`src/rtl/seq_det_arbiter_if.sv`:
```
// Bundle between the serial requesters, the arbiter and the shared sequence detector.
// The arbiter sits on the slave side; requesters and detector are the master side.
interface seq_det_arbiter_if #(
    parameter int NCH   = 4,
    parameter int CNT_W = 8
);
    logic [NCH-1:0]       req;
    logic [NCH-1:0]       bit_in;
    logic                 cnt_clr;
    logic [NCH-1:0]       grant;
    logic                 busy;
    logic                 det_clr;
    logic                 det_en;
    logic                 det_in;
    logic                 det_match;
    logic [NCH-1:0]       match_pulse;
    logic [NCH*CNT_W-1:0] match_cnt;

    modport master (
        output req, bit_in, cnt_clr, det_match,
        input  grant, busy, det_clr, det_en, det_in, match_pulse, match_cnt
    );

    modport slave (
        input  req, bit_in, cnt_clr, det_match,
        output grant, busy, det_clr, det_en, det_in, match_pulse, match_cnt
    );
endinterface

```
`src/rtl/seq_det_arbiter.sv`:
```
// Round-robin time-sharing of one Mealy sequence detector between NCH serial channels,
// one frame of FRAME_LEN bits per grant, with saturating per-channel match counters.
module seq_det_arbiter #(
    parameter int NCH       = 4,
    parameter int FRAME_LEN = 8,
    parameter int CNT_W     = 8
) (
    input  logic                clk,
    input  logic                rst_n,
    seq_det_arbiter_if.slave    bus
);

    localparam int IDX_W = (NCH > 1) ? $clog2(NCH) : 1;
    localparam int BC_W  = $clog2(FRAME_LEN + 1);

    typedef enum logic [1:0] {
        IDLE    = 2'd0,
        CLEAR   = 2'd1,
        RUN     = 2'd2,
        RELEASE = 2'd3
    } state_t;

    state_t               state_reg;
    logic [NCH-1:0]       grant_reg;
    logic [IDX_W-1:0]     ptr_reg;
    logic [IDX_W-1:0]     gidx_reg;
    logic [BC_W-1:0]      bit_cnt_reg;
    logic                 busy_reg;
    logic                 det_clr_reg;
    logic [NCH-1:0]       match_pulse_reg;

    logic                 found_next;
    logic [IDX_W-1:0]     pick_next;
    logic                 req_g;
    logic                 det_en;
    logic                 hit;

    // Channel index k+1 places after the round-robin pointer.
    function automatic logic [IDX_W-1:0] rr_idx(input logic [IDX_W-1:0] p, input int k);
        int s;
        s = (int'(p) + k + 1) % NCH;
        return IDX_W'(s);
    endfunction

    always_comb begin
        found_next = 1'b0;
        pick_next  = '0;
        for (int k = 0; k < NCH; k++) begin
            if (!found_next && bus.req[rr_idx(ptr_reg, k)]) begin
                found_next = 1'b1;
                pick_next  = rr_idx(ptr_reg, k);
            end
        end
    end

    // grant_reg is one-hot or zero, so AND-OR acts as the channel mux.
    assign req_g  = |(grant_reg & bus.req);
    assign det_en = (state_reg == RUN) && req_g;
    assign hit    = det_en && bus.det_match;

    always_ff @(posedge clk or negedge rst_n) begin
        if (!rst_n) begin
            state_reg   <= IDLE;
            grant_reg   <= '0;
            ptr_reg     <= IDX_W'(NCH - 1);
            gidx_reg    <= '0;
            bit_cnt_reg <= '0;
            busy_reg    <= 1'b0;
            det_clr_reg <= 1'b0;
        end else begin
            case (state_reg)
                IDLE: begin
                    if (found_next) begin
                        grant_reg   <= NCH'(1) << pick_next;
                        gidx_reg    <= pick_next;
                        busy_reg    <= 1'b1;
                        det_clr_reg <= 1'b1;
                        state_reg   <= CLEAR;
                    end
                end
                CLEAR: begin
                    det_clr_reg <= 1'b0;
                    bit_cnt_reg <= '0;
                    state_reg   <= RUN;
                end
                RUN: begin
                    if (!req_g) begin
                        busy_reg  <= 1'b0;
                        state_reg <= RELEASE;
                    end else begin
                        bit_cnt_reg <= bit_cnt_reg + BC_W'(1);
                        if (bit_cnt_reg == BC_W'(FRAME_LEN - 1)) begin
                            busy_reg  <= 1'b0;
                            state_reg <= RELEASE;
                        end
                    end
                end
                RELEASE: begin
                    grant_reg <= '0;
                    ptr_reg   <= gidx_reg;
                    state_reg <= IDLE;
                end
                default: begin
                    state_reg <= IDLE;
                end
            endcase
        end
    end

    always_ff @(posedge clk or negedge rst_n) begin
        if (!rst_n) begin
            match_pulse_reg <= '0;
        end else begin
            match_pulse_reg <= hit ? grant_reg : '0;
        end
    end

    // Clear beats a coincident match; counters stick at all-ones.
    for (genvar gi = 0; gi < NCH; gi++) begin : g_cnt
        logic [CNT_W-1:0] cnt_reg;

        always_ff @(posedge clk or negedge rst_n) begin
            if (!rst_n) begin
                cnt_reg <= '0;
            end else if (bus.cnt_clr) begin
                cnt_reg <= '0;
            end else if (hit && grant_reg[gi] && (cnt_reg != {CNT_W{1'b1}})) begin
                cnt_reg <= cnt_reg + CNT_W'(1);
            end
        end

        assign bus.match_cnt[gi*CNT_W +: CNT_W] = cnt_reg;
    end

    assign bus.grant       = grant_reg;
    assign bus.busy        = busy_reg;
    assign bus.det_clr     = det_clr_reg;
    assign bus.det_en      = det_en;
    assign bus.det_in      = |(grant_reg & bus.bit_in);
    assign bus.match_pulse = match_pulse_reg;

endmodule
```
`src/flat_wrapper.sv`:
```
// flat-port wrapper written by rule: the top's interface ports become plain ports
module seq_det_arbiter_flat 
#(
    parameter int NCH       = 4,
    parameter int FRAME_LEN = 8,
    parameter int CNT_W     = 8
)
  (clk, rst_n, bus_req, bus_bit_in, bus_cnt_clr, bus_det_match, bus_grant, bus_busy, bus_det_clr, bus_det_en, bus_det_in, bus_match_pulse, bus_match_cnt);
  seq_det_arbiter_if #(.NCH(NCH), .CNT_W(CNT_W)) bus_i ();
  input  logic clk;
  input  logic rst_n;
  input wire logic [$bits(bus_i.req)-1:0] bus_req;
  input wire logic [$bits(bus_i.bit_in)-1:0] bus_bit_in;
  input wire logic [$bits(bus_i.cnt_clr)-1:0] bus_cnt_clr;
  input wire logic [$bits(bus_i.det_match)-1:0] bus_det_match;
  output wire logic [$bits(bus_i.grant)-1:0] bus_grant;
  output wire logic [$bits(bus_i.busy)-1:0] bus_busy;
  output wire logic [$bits(bus_i.det_clr)-1:0] bus_det_clr;
  output wire logic [$bits(bus_i.det_en)-1:0] bus_det_en;
  output wire logic [$bits(bus_i.det_in)-1:0] bus_det_in;
  output wire logic [$bits(bus_i.match_pulse)-1:0] bus_match_pulse;
  output wire logic [$bits(bus_i.match_cnt)-1:0] bus_match_cnt;
  assign bus_i.req = bus_req;
  assign bus_i.bit_in = bus_bit_in;
  assign bus_i.cnt_clr = bus_cnt_clr;
  assign bus_i.det_match = bus_det_match;
  assign bus_grant = bus_i.grant;
  assign bus_busy = bus_i.busy;
  assign bus_det_clr = bus_i.det_clr;
  assign bus_det_en = bus_i.det_en;
  assign bus_det_in = bus_i.det_in;
  assign bus_match_pulse = bus_i.match_pulse;
  assign bus_match_cnt = bus_i.match_cnt;
  seq_det_arbiter #(.NCH(NCH), .FRAME_LEN(FRAME_LEN), .CNT_W(CNT_W)) u_core (.clk(clk), .rst_n(rst_n), .bus(bus_i));
endmodule
```
`config.mk`:
```
export PLATFORM = sky130hd
export DESIGN_NAME = seq_det_arbiter_flat
export DESIGN_NICKNAME = d
export VERILOG_FILES = /design/src/rtl/seq_det_arbiter_if.sv /design/src/rtl/seq_det_arbiter.sv /design/src/flat_wrapper.sv
export SDC_FILE = /design/constraint.sdc
export NUM_CORES = 1
export LEC_CHECK = 0
export ABC_CLOCK_PERIOD_IN_PS = 5300
export CAP_MARGIN = 40
export CORE_ASPECT_RATIO = 1.1
export CORE_MARGIN = 4
export CORE_UTILIZATION = 35
export DETAILED_ROUTE_END_ITERATION = 12
export GPL_TIMING_DRIVEN = 0
export HOLD_SLACK_MARGIN = 0.02
export RECOVER_POWER = 25
export SLEW_MARGIN = 20
export SYNTH_ARGS = -nofsm -noshare
export SYNTH_HDL_FRONTEND = slang
export SYNTH_SLANG_ARGS = --single-unit
```
`constraint.sdc`:
```
create_clock -name clk -period 5.3 [get_ports clk]
set_clock_uncertainty 0.05 [all_clocks]
set_input_delay 1.06 -clock clk [delete_from_list [all_inputs] [get_ports clk]]
set_output_delay 1.06 -clock clk [all_outputs]
set_load 0.02 [all_outputs]
```
# Yosys cells after proc, flatten, opt, wreduce, memory -nomap -nowiden
# Index checks and enable logic that the tools add are counted.
[totals]
word_cells = 112
inputBits = 12
register_bits = 52
[classes]
n_shift = 1
muxes = 38
eq_ne = 11
n_lt_le_gt_ge = 4
add_sub_neg = 11
bitwise = 2
reduce_logical = 33
[ops]
columns = ["cell", "count"]
rows = [
  ["8-bit two-way mux", 8],
  ["8-bit by 1-bit adder with 8-bit output, second input constant", 4],
  ["8-bit inequality test, second input constant", 4],
  ["4-bit one-hot mux with 2 select lines", 2],
  ["2-bit nonzero test", 8],
  ["2-bit two-way mux", 7],
  ["1-bit logical AND", 13],
  ["2-bit by 3-bit < comparator with 1-bit output, second input constant", 4],
  ["4-bit two-way mux", 3],
  ["1-bit two-way mux", 11],
  ["2-bit adder, second input constant", 5],
  ["2-bit AND reduction", 5],
  ["4-bit AND", 2],
  ["1-bit binary-select mux with 2-bit select", 4],
  ["2-bit one-hot mux with 4 select lines", 1],
  ["4-bit OR reduction", 2],
  ["4-bit by 1-bit adder with 4-bit output, second input constant", 1],
  ["2-bit == test, second input constant", 2],
  ["4-bit by 3-bit == test with 1-bit output, second input constant", 1],
  ["2-bit by 1-bit inequality test with 1-bit output, second input constant", 2],
  ["1-bit one-hot mux with 2 select lines", 2],
  ["1-bit by 2-bit left shift with 4-bit output, first input constant", 1],
  ["1-bit logical NOT", 3],
  ["3-bit inequality test, second input constant", 1],
  ["other kinds (4)", 4],
]

# Depth between registers and ports, before layout
# Gate-level depths: netlist (run 1).
[depth]
ltp_word = 16
ltp_mapped = 6
depth_no_buf = 6

# Least setup slack after synthesis (run 1)
# OpenSTA, ideal clock, no wires.
[synth_timing]
kind = "input -> output"
startpoint = "input port bus_req[0]"
endpoint = "output port bus_det_en"
t_required_ns = 4.190
cell_stages = 4
arrival_time_ns = 1.789
slack_ns = 2.401
n_path_buf = 1
path_cell_list = "buf_2 a22oi_1 nand2_1 and2_1"
[synth_via]
elab_chain_len = 3
[synth_rtl]
columns = ["item", "line_no", "rtl"]
rows = [
  ["from (decl)", "flat_wrapper.sv:12", "input wire logic [$bits(bus_i.req)-1:0] bus_req;"],
  ["4-bit AND", "seq_det_arbiter.sv:57", "assign req_g = |(grant_reg & bus.req);"],
  ["4-bit OR reduction", "seq_det_arbiter.sv:57", ""],
  ["1-bit logical AND", "seq_det_arbiter.sv:58", "assign det_en = (state_reg == RUN) && req_g;"],
  ["to (decl)", "flat_wrapper.sv:19", "output wire logic [$bits(bus_i.det_en)-1:0] bus_det_en;"],
]
# No other way between the ends.

# Worst setup path in the final report (run 1)
[layout_timing]
startpoint = "input port bus_req[2]"
endpoint = "output port bus_det_en"
# Same word-level chain as after synthesis.

==> results of run 1 <==
## metrics by stage
stage	cells	hold WS [ps]	utilization (%)	total power, W	cell area [sq um]
after floorplan	302	400	-	0.000803	2930
after global placement	461	421	44.4	0.000947	3570
after detailed placement	461	435	44.4	0.000954	3570
after CTS	469	459	45.8	0.00123	3680
after global routing	469	485	45.7	0.00130	3670
final	469	452	45.7	0.00121	3670
## power by group through the flow
stage	sequential (W)	combinational (W)	clock, W
finish	0.000515	0.000426	0.000271
global route	0.000525	0.000475	0.000298
CTS	0.000516	0.000433	0.000282
detailed placement	0.000524	0.000430	0
global placement	0.000523	0.000424	0
floorplan	0.000538	0.000265	0
## path summary, 6_finish.rpt
check,endpoint,slack (ps),cells after the start
setup / recovery,bus_det_en,1400,5
hold / removal,u_core.ptr_reg[0],450,2
setup reg to reg,u_core.g_cnt[3].cnt_reg[5],3300,5
hold reg to reg,u_core.ptr_reg[0],450,2
max in group asynchronous,u_core.gidx_reg[1],2050,1
min in group asynchronous,u_core.g_cnt[1].cnt_reg[2],1570,1
## area by class of cell
cell class	instances	area share [%]
well taps	108	3.68
plain buffers	16	1.97
flip-flops and latches	52	35.5
multi-input cells	221	40.9
repair buffers	51	13.7
clock buffers	6	1.97
clock inverters	2	0.953
inverters	13	1.33
## synth_stat cells, types with 2 or more instances
cell       count
dfrtp_1       50
a21oi_1       26
o21ai_0       23
nand3_1       22
o31ai_1       15
nand2_1       14
or4_1         14
inv_1         13
ha_1           9
or3_1          9
clkbuf_1       8
nor2_1         8
a22o_1         7
buf_2          7
mux2_2         6
and3_1         5
nor2b_1        5
nor3b_1        5
a22oi_1        4
nand4_1        4
nor4b_1        4
o2111ai_2      4
o21bai_1       4
a31oi_1        3
nand2b_1       3
o41ai_1        3
and2_1         2
dfstp_2        2
mux2i_1        2
o22a_1         2
or2_2          2
xor2_1         2
## layer usage
layer  vias up  global-route usage (%)
li1       1266                       -
met1      1299                    19.1
met2        55                    23.9
met3         8                    2.39
met4         0                    4.43
met5         -                       0
## tightest hold or removal path, delay by kind of cell (launching register included)
| kind | cells | cell delay [ps] |
|---|---|---|
| AOI/OAI and AO/OA | 1 | 70 |
| DFF | 1 | 350 |
| and+or+nand+nor | 1 | 50 |
## logic make-up after synthesis
logic type,synth area share [%]
AND/OR/NAND/NOR,20.7
AO/OA/AOI/OAI,23.2
flip-flops,44.5
buffers and inverters,4.15
adder cells (fa/ha/maj),3.85
multiplexers,2.99
XOR/XNOR,0.598
==> impl_metrics.toml, run 1 <==
[cts]
numCtsBuffers = 5
tritoncts = "built"
cts.sinks = 52
cts_max_path_buffers = 2
cts_setup_buffers = 0
cts_resized = 0
hold_buffers = 0
path_clk_slew_ps = 80
worstSkewPairLatency_ps = 310
root_buffer = "clkbuf_8"
cts.htree.levels = 2

[yosys]
seq_area_frac_synth_pct = 44.5
synth_top_cell_by_area = "dfrtp_1"
syn_nets = 323
synth_edf_count = 0
yosys-top-cells-area = "dfrtp_1 (43%), a21oi_1 (4.4%), o21ai_0 (3.9%)"
ys_warn_count = 0
synth.cell_area_sq_um = 2930
async_reset_ff_share_pct = 100
synth_area_per_cell_sq_um = 9.69
ys_seq_elements = 52
synth_flop_cell = "dfrtp_1"
netlist-cell-type-count = 47
yosysTopAreaCellShare_pct = 42.7
synthCells = 302

[timing]
period_share_pct = 73.5
max_freq_mhz = 257
slew_headroom_pct = -85.1
setup_violations = 0
grt_setup_unrepaired = "false"
tightest_slew_ps = 2780
period_minus_slack_ps = 3900
hold_viol_final = 0
drv_slew = 53
worst_slack_ps = 1400
tns_ps = 0

[routing]
ant_nets = 0
wirelength_mm = 6.92
wl_met3_microns = 271
route.detailed.wl_per_inst_microns = 14.7
met2_length_mm = 3.48
dr.pass1.iters = 4
vias_per_cell = 5.60
drt_iter0_drc = 127
drc = 0
vias = 2628
m1WireLength_mm = 3.07
dr.max_layer_used = "met4"

[die]
row_count = 34
start_util_pct = 36.4
fp.dieH_microns = 104
fp.dieArea_sq_um = 9890
fp.coreArea_sq_um = 8040
ioPinCount = 56
fp.dieW_microns = 95.2

[min_path]
hold_class = "reg -> reg"
min-delay-start = "u_core.gidx_reg[0]"

[power_and_ir_drop]
power_leakage_nw = 1.44
intPower_w = 0.000790
swShare_pct = 34.7
ir_drop_v = 0.000155
power_frac_comb_pct = 35.2
clkPwrFrac_pct = 22.4
p_per_area_nw_per_um2 = 330
pwr-share-seq_pct = 42.5
p_switching_w = 0.000421

[global_routing]
grt_max_degree = 53
grt_usage_pct = 14.5
grt_pass1_wl_mm = 11.8
overflow = 0
antenna_found_initial = 0
grt_pass1_vias = 2471

[setup_path]
end_kind = "output port"
critPathLaunchType = "input port"
arrival_ps = 2790
crit_chain = "clkdlybuf4s50_1, a22oi_1, nand2_1, and2_1, clkdlybuf4s50_1"
cp_slowest_cell = "clkdlybuf4s50_1"
crit_required_ps = 4190
cpMostUsedCell = "clkdlybuf4s50_1"
r2r-start = "u_core.state_reg[0]"
cp_top_family = "buffers and inverters"
cpPeakStageDelay_ps = 610
critPathMaxFanout = 6
setup.worst_path.start = "bus_req[2]"
criticalPathCategory = "in -> out"
worst-path-buf-inv = 2

[cells_and_area]
seq_area_sq_um = 1300
largest_register_ffs = 32
diodes = 0
drive_above_1_share_pct = 9.14
layout.nets = 381
area_delta_synth_final_pct = 25.5
multi_input_comb_area_sq_um = 1500
n_fill_cell = 772
mostFrequentLayoutCells = "clkdlybuf4s50_1 (50), dfrtp_1 (50), a21oi_1 (26)"

[place]
hpwl_mm = 4.93
gp_congestion = 0.794
io_buffer_count = 51
dp_slack_ps = 1420

[status]
violations = "capacitance limit, slew limit"
outcome = "finished with violations"

[run]
max-cap-violations = 1
Note: power is estimated with default switching activity, not from simulation.
==> inputs of run 2 (changes only) <==
--- a/config.mk
+++ b/config.mk
@@ -5,7 +5,7 @@
 export SDC_FILE = /design/constraint.sdc
 export NUM_CORES = 1
 export LEC_CHECK = 0
-export ABC_CLOCK_PERIOD_IN_PS = 5300
+export ABC_CLOCK_PERIOD_IN_PS = 3780
 export CAP_MARGIN = 40
 export CORE_ASPECT_RATIO = 1.1
 export CORE_MARGIN = 4
==> constraint.sdc (replaced) <==
create_clock -name clk -period 3.78 [get_ports clk]
set_clock_uncertainty 0.05 [all_clocks]
set_input_delay 0.756 -clock clk [delete_from_list [all_inputs] [get_ports clk]]
set_output_delay 0.756 -clock clk [all_outputs]
set_load 0.02 [all_outputs]
==> results of run 2 <==
Same layout as run 1 (identical final DEF). Status: finished with violations: capacitance limit, slew limit.
Main changes from that run: setup slack after placement 1420 ps -> 508 ps; setup slack after layout 1400 ps -> 493 ps; register-to-register setup slack 3300 ps -> 1780 ps; total power 0.00121 W -> 0.00170 W; worst IR drop on VDD 0.000155 V -> 0.000218 V
==> inputs of run 3 (changes only) <==
--- a/config.mk
+++ b/config.mk
@@ -5,7 +5,7 @@
 export SDC_FILE = /design/constraint.sdc
 export NUM_CORES = 1
 export LEC_CHECK = 0
-export ABC_CLOCK_PERIOD_IN_PS = 3780
+export ABC_CLOCK_PERIOD_IN_PS = 3420
 export CAP_MARGIN = 40
 export CORE_ASPECT_RATIO = 1.1
 export CORE_MARGIN = 4
==> constraint.sdc (replaced) <==
create_clock -name clk -period 3.42 [get_ports clk]
set_clock_uncertainty 0.05 [all_clocks]
set_input_delay 0.684 -clock clk [delete_from_list [all_inputs] [get_ports clk]]
set_output_delay 0.684 -clock clk [all_outputs]
set_load 0.02 [all_outputs]
==> run 3 against run 2 <==
The flow now finishes without violations. Setup slack got worse by 220 ps. Power increased by 11%. Final area about the same. Register-to-register slack got worse by 360 ps. Final cell count unchanged. First-iteration DRC count unchanged. Global-route usage unchanged. Worst hold slack unchanged. Sequential share of layout area about the same. Sequential cell count unchanged. Non-clock buffer count unchanged.
==> impl_metrics.toml, run 3 (same netlist as run 1, synthesis figures left out) <==
[status]
outcome = "finished, final reports clean"

[cells_and_area]
seq_area_sq_um = 1300
area_delta_synth_final_pct = 25.6
drive_above_1_share_pct = 9.42
largest_register_ffs = 32
multi_input_comb_area_sq_um = 1500
diodes = 0
layout.nets = 381
n_fill_cell = 771
mostFrequentLayoutCells = "clkdlybuf4s50_1 (50), dfrtp_1 (50), a21oi_1 (26)"
fin_util_pct = 45.7

[setup_path]
criticalPathCategory = "in -> out"
critPathLaunchType = "input port"
worst-path-buf-inv = 2
cpPeakStageDelay_ps = 610
rrSetupSlack_ps = 1420
r2r-start = "u_core.state_reg[0]"
cpMostUsedCell = "clkdlybuf4s50_1"
ff2ff_path_depth = 5
cp_top_family = "buffers and inverters"
regToRegEndpoint = "u_core.g_cnt[3].cnt_reg[5]"
arrival_ps = 2410
end_kind = "output port"
crit_chain = "clkdlybuf4s50_1, a22oi_1, nand2_1, and2_1, clkdlybuf4s50_1"
crit_required_ps = 2690
cp_slowest_cell = "clkdlybuf4s50_1"
critPathMaxFanout = 6

[cts]
root_buffer = "clkbuf_8"
worstSkewPairLatency_ps = 310
cts.sinks = 52
numCtsBuffers = 5
tritoncts = "built"
cts.htree.levels = 2
path_clk_slew_ps = 80
cts_setup_buffers = 0
hold_buffers = 0
cts_max_path_buffers = 2
cts_resized = 0

[routing]
wirelength_mm = 6.92
drc = 0
vias_per_cell = 5.60
vias = 2628
ant_nets = 0
drt_iter0_drc = 127
dr.pass1.iters = 4
route.detailed.wl_per_inst_microns = 14.7

[run]
max-cap-violations = 0

[place]
hpwl_mm = 4.93
io_buffer_count = 51
gp_congestion = 0.794

[global_routing]
grt_usage_pct = 14.5
grt_pass1_vias = 2471
overflow = 0
antenna_found_initial = 0
grt_pass1_wl_mm = 11.8
grt_max_degree = 53

[die]
start_util_pct = 36.4
row_count = 34
fp.dieH_microns = 104
fp.dieArea_sq_um = 9890
fp.coreArea_sq_um = 8040
fp.dieW_microns = 95.2
ioPinCount = 56

[power_and_ir_drop]
ir_drop_v = 0.000241
power_leakage_nw = 1.44
swShare_pct = 34.7
intPower_w = 0.00122
p_switching_w = 0.000652
clkPwrFrac_pct = 22.3
power.total_w = 0.00188
pwr-share-seq_pct = 42.5
p_per_area_nw_per_um2 = 511
power_frac_comb_pct = 35.2

[timing]
fin_worst_hold_slack_ps = 452
max_freq_mhz = 318
slew_headroom_pct = 13.7
hold_viol_final = 0
period_share_pct = 91.9
period_minus_slack_ps = 3140
grt_setup_unrepaired = "false"
tightest_slew_ps = 1290
setup_violations = 0
drv_slew = 0

[min_path]
hold_path_end = "u_core.ptr_reg[0]"
hold_class = "reg -> reg"
min-delay-start = "u_core.gidx_reg[0]"
hold_depth = 2
-- run 3: worst register-to-register path: stages (launching register included) --
cell	delay [ps]
dfrtp_1	420
inv_1	90
ha_1	320
o2111ai_2	260
nor4_1	390
mux2_2	370
-- run 3: routing by layer --
metal | track usage, % | wire length (microns) | vias to the layer above
li1 | - | - | 1266
met1 | 19.1 | 3070 | 1299
met2 | 23.9 | 3480 | 55
met3 | 2.39 | 272 | 8
met4 | 4.43 | 95 | 0
met5 | 0 | 0 | -
-- run 3: stage by stage --
stage               setup WS [ps]  instance area (sq um)  setup TNS (ps)  cells
floorplan                    1270                   2930               0    302
global placement            -35.7                   3570           -1650    461
detailed placement            292                   3570               0    461
CTS                           263                   3680               0    469
global route                  151                   3680               0    469
finish                        277                   3680               0    469
-- run 3: final cells by class --
cell class / count / area share [%]
Multi-Input combinational cell: 221 / 40.9
Sequential cell: 52 / 35.5
Timing Repair Buffer: 51 / 13.8
Tap cell: 108 / 3.68
Clock buffer: 6 / 1.97
Buffer: 16 / 1.97
Inverter: 13 / 1.33
Clock inverter: 2 / 0.953
-- run 3: worst max-delay path by stage --
stage	startpoint	endpoint	slack, ps	depth (start not counted)
2_1_floorplan	bus_req[0]	bus_det_en	1270	4
3_3_place_gp	rst_n	u_core.gidx_reg[1]	-40	1
3_5_place_dp	bus_req[2]	bus_det_en	290	5
4_1_cts	bus_req[2]	bus_det_en	260	5
5_1_grt	bus_req[2]	bus_det_en	150	5
6_report	bus_req[2]	bus_det_en	280	5
-- run 3: power by group through the flow --
stage / clock network (W) / registers [W] / logic (W)
2_1_floorplan: 0 / 0.000834 / 0.000411
3_3_place_gp: 0 / 0.000811 / 0.000656
3_5_place_dp: 0 / 0.000813 / 0.000666
4_1_cts: 0.000437 / 0.000800 / 0.000671
5_1_grt: 0.000462 / 0.000813 / 0.000736
6_report: 0.000420 / 0.000797 / 0.000660
